### src/rtl/nvdla_sdp_dma_pkg.sv
// Shared helpers for the SDP DMA command queue: pointer/count widths,
// occupancy-limit clamp and the push-routing encoding.
package nvdla_sdp_dma_pkg;

  // Where an accepted push lands: straight into the output stage, the
  // prefetch stage, or the storage array behind them.
  typedef enum logic [1:0] {
    PUSH_NONE,
    PUSH_OUT,
    PUSH_MID,
    PUSH_RAM
  } cq_push_dst_e;

  function automatic int unsigned cq_ptr_w(input int unsigned depth);
    return (depth <= 2) ? 1 : $clog2(depth);
  endfunction

  function automatic int unsigned cq_cnt_w(input int unsigned depth);
    return $clog2(depth + 1);
  endfunction

  function automatic int unsigned cq_limit_clamp(input int unsigned limit,
                                                 input int unsigned depth);
    return (limit > depth) ? depth : limit;
  endfunction

endpackage

### src/rtl/nvdla_sdp_dma_cq_ram.sv
// 1W1R storage array for the command queue, registered read with enable.
// Contents are never reset.
module nvdla_sdp_dma_cq_ram
  import nvdla_sdp_dma_pkg::*;
#(
  parameter int unsigned WIDTH = 16,
  parameter int unsigned DEPTH = 160,
  parameter int unsigned AW    = cq_ptr_w(DEPTH)
) (
  input  logic             nvdla_core_clk,
  input  logic             wr_en,
  input  logic [AW-1:0]    wr_addr,
  input  logic [WIDTH-1:0] wr_data,
  input  logic             rd_en,
  input  logic [AW-1:0]    rd_addr,
  output logic [WIDTH-1:0] rd_data,
  input  logic [31:0]      pwrbus_ram_pd
);

  logic [WIDTH-1:0] mem [DEPTH];

  // Power control is consumed by the hard macro in silicon; nothing to do here.
  logic unused_pwrbus;
  assign unused_pwrbus = ^pwrbus_ram_pd;

  always_ff @(posedge nvdla_core_clk) begin
    if (wr_en) mem[wr_addr] <= wr_data;
    if (rd_en) rd_data <= mem[rd_addr];
  end

endmodule

### src/rtl/nvdla_sdp_dma_cq.sv
// SDP DMA command queue: first-word-fall-through FIFO built from an output
// register, a prefetch stage and a registered-read RAM, with occupancy limit.
module nvdla_sdp_dma_cq
  import nvdla_sdp_dma_pkg::*;
#(
  parameter int unsigned WIDTH = 16,
  parameter int unsigned DEPTH = 160,
  parameter int unsigned CW    = cq_cnt_w(DEPTH)
) (
  input  logic             nvdla_core_clk,
  input  logic             nvdla_core_rst,
  input  logic             ig2cq_pvld,
  output logic             ig2cq_prdy,
  input  logic [WIDTH-1:0] ig2cq_pd,
  output logic             cq2eg_pvld,
  input  logic             cq2eg_prdy,
  output logic [WIDTH-1:0] cq2eg_pd,
  input  logic             cq_flush,
  input  logic [CW-1:0]    cfg_wr_limit,
  output logic [CW-1:0]    cq_count,
  input  logic [31:0]      pwrbus_ram_pd
);

  localparam int unsigned   AW       = cq_ptr_w(DEPTH);
  localparam logic [AW-1:0] PTR_LAST = AW'(DEPTH - 1);
  localparam logic [CW-1:0] CNT_FULL = CW'(DEPTH);

  logic             clr;
  logic             push;
  logic             pop;
  logic             out_vld;
  logic [WIDTH-1:0] out_pd;
  logic             mid_vld;
  logic             mid_byp;
  logic [WIDTH-1:0] mid_pd;
  logic [WIDTH-1:0] mid_data;
  logic [WIDTH-1:0] ram_rd_data;
  logic [AW-1:0]    wr_ptr;
  logic [AW-1:0]    rd_ptr;
  logic [CW-1:0]    ram_cnt;
  logic [CW-1:0]    count_next;
  logic [CW-1:0]    eff_limit;
  logic             out_free;
  logic             mid_take;
  logic             mid_free;
  logic             rd_en;
  logic             prdy_next;
  logic             ram_wr;
  cq_push_dst_e     push_dst;

  function automatic logic [AW-1:0] ptr_inc(input logic [AW-1:0] p);
    return (p == PTR_LAST) ? '0 : p + AW'(1);
  endfunction

  // Ordering is out -> mid -> RAM -> incoming. A push may skip ahead into
  // out or mid only when everything behind that stage is empty, which keeps
  // strict FIFO order while hiding the RAM read latency.
  always_comb begin
    clr      = nvdla_core_rst | cq_flush;
    push     = ig2cq_pvld & ig2cq_prdy;
    pop      = out_vld & cq2eg_prdy;
    out_free = ~out_vld | pop;
    mid_take = out_free & mid_vld;
    mid_free = ~mid_vld | mid_take;
    rd_en    = mid_free & (ram_cnt != '0);
    mid_data = mid_byp ? mid_pd : ram_rd_data;

    push_dst = PUSH_NONE;
    if (push) begin
      if (out_free && !mid_vld && ram_cnt == '0) push_dst = PUSH_OUT;
      else if (mid_free && ram_cnt == '0)        push_dst = PUSH_MID;
      else                                       push_dst = PUSH_RAM;
    end
    ram_wr = (push_dst == PUSH_RAM) & ~clr;

    count_next = clr ? '0 : cq_count + CW'(push) - CW'(pop);
    eff_limit  = CW'(cq_limit_clamp(32'(cfg_wr_limit), DEPTH));
    prdy_next  = !((count_next == CNT_FULL) ||
                   (eff_limit != '0 && count_next >= eff_limit));
  end

  always_ff @(posedge nvdla_core_clk) begin
    if (clr) begin
      out_vld    <= 1'b0;
      mid_vld    <= 1'b0;
      mid_byp    <= 1'b0;
      wr_ptr     <= '0;
      rd_ptr     <= '0;
      ram_cnt    <= '0;
      cq_count   <= '0;
      ig2cq_prdy <= 1'b1;
    end else begin
      cq_count   <= count_next;
      ig2cq_prdy <= prdy_next;
      if (out_free) out_vld <= mid_vld | (push_dst == PUSH_OUT);
      if (mid_free) mid_vld <= rd_en | (push_dst == PUSH_MID);
      if (rd_en)                      mid_byp <= 1'b0;
      else if (push_dst == PUSH_MID)  mid_byp <= 1'b1;
      if (push_dst == PUSH_RAM) wr_ptr <= ptr_inc(wr_ptr);
      if (rd_en)                rd_ptr <= ptr_inc(rd_ptr);
      ram_cnt <= ram_cnt + CW'(push_dst == PUSH_RAM) - CW'(rd_en);
    end
  end

  always_ff @(posedge nvdla_core_clk) begin
    if (mid_take)                  out_pd <= mid_data;
    else if (push_dst == PUSH_OUT) out_pd <= ig2cq_pd;
    if (push_dst == PUSH_MID)      mid_pd <= ig2cq_pd;
  end

  assign cq2eg_pvld = out_vld;
  assign cq2eg_pd   = out_pd;

  nvdla_sdp_dma_cq_ram #(
    .WIDTH (WIDTH),
    .DEPTH (DEPTH),
    .AW    (AW)
  ) u_ram (
    .nvdla_core_clk (nvdla_core_clk),
    .wr_en          (ram_wr),
    .wr_addr        (wr_ptr),
    .wr_data        (ig2cq_pd),
    .rd_en          (rd_en & ~clr),
    .rd_addr        (rd_ptr),
    .rd_data        (ram_rd_data),
    .pwrbus_ram_pd  (pwrbus_ram_pd)
  );

endmodule
### config.mk
export PLATFORM = sky130hd
export DESIGN_NAME = nvdla_sdp_dma_cq
export DESIGN_NICKNAME = d
export VERILOG_FILES = /design/src/rtl/nvdla_sdp_dma_pkg.sv /design/src/rtl/nvdla_sdp_dma_cq_ram.sv /design/src/rtl/nvdla_sdp_dma_cq.sv
export SDC_FILE = /design/constraint.sdc
export NUM_CORES = 2
export LEC_CHECK = 0
export ABC_AREA = 1
export CAP_MARGIN = 20
export CORE_MARGIN = 2
export CORE_UTILIZATION = 46
export DETAILED_ROUTE_END_ITERATION = 10
export GPL_TIMING_DRIVEN = 0
export PLACE_DENSITY_LB_ADDON = 0.2
export RECOVER_POWER = 100
export SYNTH_ARGS = -nofsm -noshare
export SYNTH_HDL_FRONTEND = slang
export SYNTH_SLANG_ARGS = --single-unit
### constraint.sdc
create_clock -name nvdla_core_clk -period 4.07 [get_ports nvdla_core_clk]
set_input_delay 0.814 -clock nvdla_core_clk [delete_from_list [all_inputs] [get_ports nvdla_core_clk]]
set_output_delay 0.814 -clock nvdla_core_clk [all_outputs]
set_load 0.005 [all_outputs]
==> flow_summary_export.csv <==
group,metric,value,unit
outcome,outcome,"complete, but fails checks",
outcome,violations,"capacitance limit, slew limit, setup timing",
drt,drt_iter0_markers,14570,
setup_path,reg2reg_depth,13,
power_and_ir_drop,p_leak,45.98,nW
sta,setup_ws,-0.2203,ns
synthesis,synthTopCellsByCount,"edfxtp_1 (2608), nand2_1 (2229), nor2_1 (1443)",
clocking,cts_tree,"done",
power_and_ir_drop,p_sw,0.02317,W
sta,setup_violations,220,
clocking,clockBufferDepth,4,
final_layout,nFillCells,20480,
grt,globalRouteTotalUtil,37.51,%
drt,vias_per_cell,6.067,
synthesis,ys_async_sr_fraction,0,%
clocking,path_clk_slew,0.06,ns
synthesis,synth_area_leaders,"edfxtp_1 (72%), nand2_1 (7.7%), nor2_1 (5.0%)",
sta,rsz0062_at_grt,"yes",
clocking,clock-sinks,2644,
sta,skew,0.06800,ns
clocking,cts-htree-levels,5,
sta,period_minus_slack,4.290,ns
place,dp_hpwl,326200,um
setup_path,crit_family,"buffers and inverters",
power_and_ir_drop,ir_drop,0.4990,mV
power_and_ir_drop,intPower,0.04873,W
setup_path,crit_chain,"clkbuf_1",
setup_path,cp.arrival,4.32,ns
die,fp.dieH,490.8,um
final_layout,post_layout_nonfiller_instances,13530,
place,port_buffers,54,
setup_path,path_max_fanout,75,
die,start_util,46.30,%
final_layout,area_growth,15.11,%
die,io_pins,87,
final_layout,multi_input_area,25560,um2
grt,grt_first_pass_wirelength,617200,um
setup_path,cpPeakStageDelay,3.25,ns
sta,relSlewSlack,-228.2,%
power_and_ir_drop,power.clock.fraction,36.5,%
die,die_w,490.8,um
sta,finalSetupTns,-20.81,ns
clocking,root_buffer,"clkbuf_16",
sta,fmax,233.1,MHz
flow_run,max_cap_viol_count,25,
final_layout,drive_gt1_share,9.049,%
worst_hold_path,min_path_type,"reg -> reg",
place,postPlaceCellArea,117700,um2
final_layout,regArea,79040,um2
die,dieArea,240800,um2
grt,overflow,0,
synthesis,syn_area,109000,um2
synthesis,syn_inst,9589,
power_and_ir_drop,finalPower,0.07189,W
synthesis,yosysWarnings,0,
drt,first_pass_iters,8,
drt,wl_per_cell,34.17,um
place,gp_congestion,1.044,
synthesis,synth_ff_type,"edfxtp_1",
setup_path,endpoint_kind,"flip-flop",
synthesis,ys_types,37,
synthesis,ys_seq_area_share,72.52,%
clocking,numCtsBuffers,297,
power_and_ir_drop,switching_share,32.22,%
drt,vias,82060,
grt,grt_start_max_net_pins,107,
setup_path,worst_ep_required_time,4.10,ns
setup_path,crit_type,"in -> reg",
worst_hold_path,hold_depth,2,
clocking,insertion_delay,0.97,ns
setup_path,crit_buf_inv,1,
die,placementRows,178,
synthesis,ys_ff_latch,2644,
drt,ant_nets,0,
sta,report.final.slew_viol_count,1589,
sta,period_share,105.4,%
synthesis,synth_edf_count,2608,
synthesis,synth_nets,9684,
power_and_ir_drop,comb_power_share,21.4,%
final_layout,post-route-cell-area,125500,um2
place,pre_cts_slack,-0.7827,ns
sta,hold_viol,0,
power_and_ir_drop,power_per_cell_area,573.1,nW/um2
setup_path,cp-start-kind,"input pin",
synthesis,syn-mean-instance-area,11.37,um2
drt,routed_wl,462200,um
die,coreArea,235400,um2
drt,drc,0,
synthesis,yosysMostFrequentCell,"edfxtp_1",
sta,tightestPinTransition,4.923,ns
synthesis,yosys.area.top_type,"edfxtp_1",
synthesis,netlist.area_leader.share,71.86,%
place,dp.cells,12980,
power_and_ir_drop,power_frac_seq,42.1,%
setup_path,crit_cells,1,
final_layout,nets,10240,
grt,grt_pass1_vias,74940,
grt,antenna_found_initial,43,
setup_path,cp_slowest_cell,"clkbuf_1",
-- layout by cell type, fill, tap and decap left out, types with 39 or more instances in the layout --
master,count
buf_1,52
edfxtp_1,2608
o211ai_1,95
o21ai_0,672
buf_8,47
inv_1,589
clkbuf_1,333
nor2_1,1366
clkinv_1,65
buf_2,228
nand3_1,901
nand2_1,2229
a21oi_1,170
clkbuf_16,303
clkinv_2,40
nor2_2,54
clkbuf_2,78
o21ai_1,39
o22ai_1,69
-- path summary, 6_finish.rpt --
| check | from | end | slack [ns] |
|---|---|---|---|
| worst max-delay path | ig2cq_pd[6] | u_ram.mem[9][6]$_DFFE_PP_ | -0.22 |
| worst min-delay path | wr_ptr[0]$_SDFFE_PP0P_ | wr_ptr[0]$_SDFFE_PP0P_ | 0.52 |
| worst max register to register | rd_ptr[2]$_SDFFE_PP0P_ | u_ram.rd_data[10]$_DFFE_PP_ | -0.22 |
| worst min register to register | wr_ptr[0]$_SDFFE_PP0P_ | wr_ptr[0]$_SDFFE_PP0P_ | 0.52 |
-- registers in the layout, indices dropped and copies added (netlist names) --
signal,cells
ram_cnt,8
wr_ptr,8
mid_pd,16
ig2cq_prdy,1
cq2eg_pvld,1
u_ram.rd_data,16
u_ram.mem,2560
mid_vld,1
mid_byp,1
cq_count,8
cq2eg_pd,16
rd_ptr,8
-- power groups by stage --
| stage | clock network, W | logic [W] | registers [W] |
|---|---|---|---|
| 2_1_floorplan | 0 | 0.00696 | 0.0308 |
| 3_3_place_gp | 0 | 0.0143 | 0.0311 |
| 3_5_place_dp | 0 | 0.0147 | 0.0308 |
| 4_1_cts | 0.0261 | 0.0147 | 0.0303 |
| 5_1_grt | 0.0272 | 0.0158 | 0.0303 |
| 6_report | 0.0262 | 0.0154 | 0.0303 |
-- per-layer routing --
layer  GRT usage, %  part of all wire [%]  vias to the layer above
met2          54.91                    43                     6487
met1          49.15                    36                    40090
met5              0                 0.024                        -
li1               -                     -                    34140
met4          22.97                   7.3                       18
met3          11.19                    14                     1322
-- what timing repair did --
item	4_1_cts	5_1_grt
hold buffers	0	0
setup endpoints to repair	16	241
setup buffers	0	10
pin swaps	0	5
gates resized for setup	36	29
-- logic make-up after synthesis --
logic type / after synthesis / synth area share [%]
AOI/OAI and AO/OA: 1100 / 5.489
xor gates and xnor gates: 5 / 0.04018
adders and majority gates: 34 / 0.4041
buffers and inverters: 1155 / 4.326
DFF: 2644 / 72.52
and+or+nand+nor: 4651 / 17.22
-- area by class of cell --
class / instances / share of cell area [%]
Antenna cell: 21 / 0.04189
Buffer: 556 / 2.042
Clock buffer: 374 / 6.280
Clock inverter: 137 / 1.021
Inverter: 596 / 1.785
Multi-Input combinational cell: 5790 / 20.37
Sequential cell: 2644 / 63.00
Tap cell: 3150 / 3.142
Timing Repair Buffer: 258 / 2.317
-- stage by stage --
| stage | utilization, % | hold WS [ns] |
|---|---|---|
| after floorplan | - | 0.4743 |
| after global placement | 48.20 | 0.4918 |
| after detailed placement | 50.00 | 0.5053 |
| after CTS | 53.92 | 0.2712 |
| after global routing | 53.28 | 0.5433 |
| final | 53.29 | 0.5207 |
(Power assumes the default switching activity.)
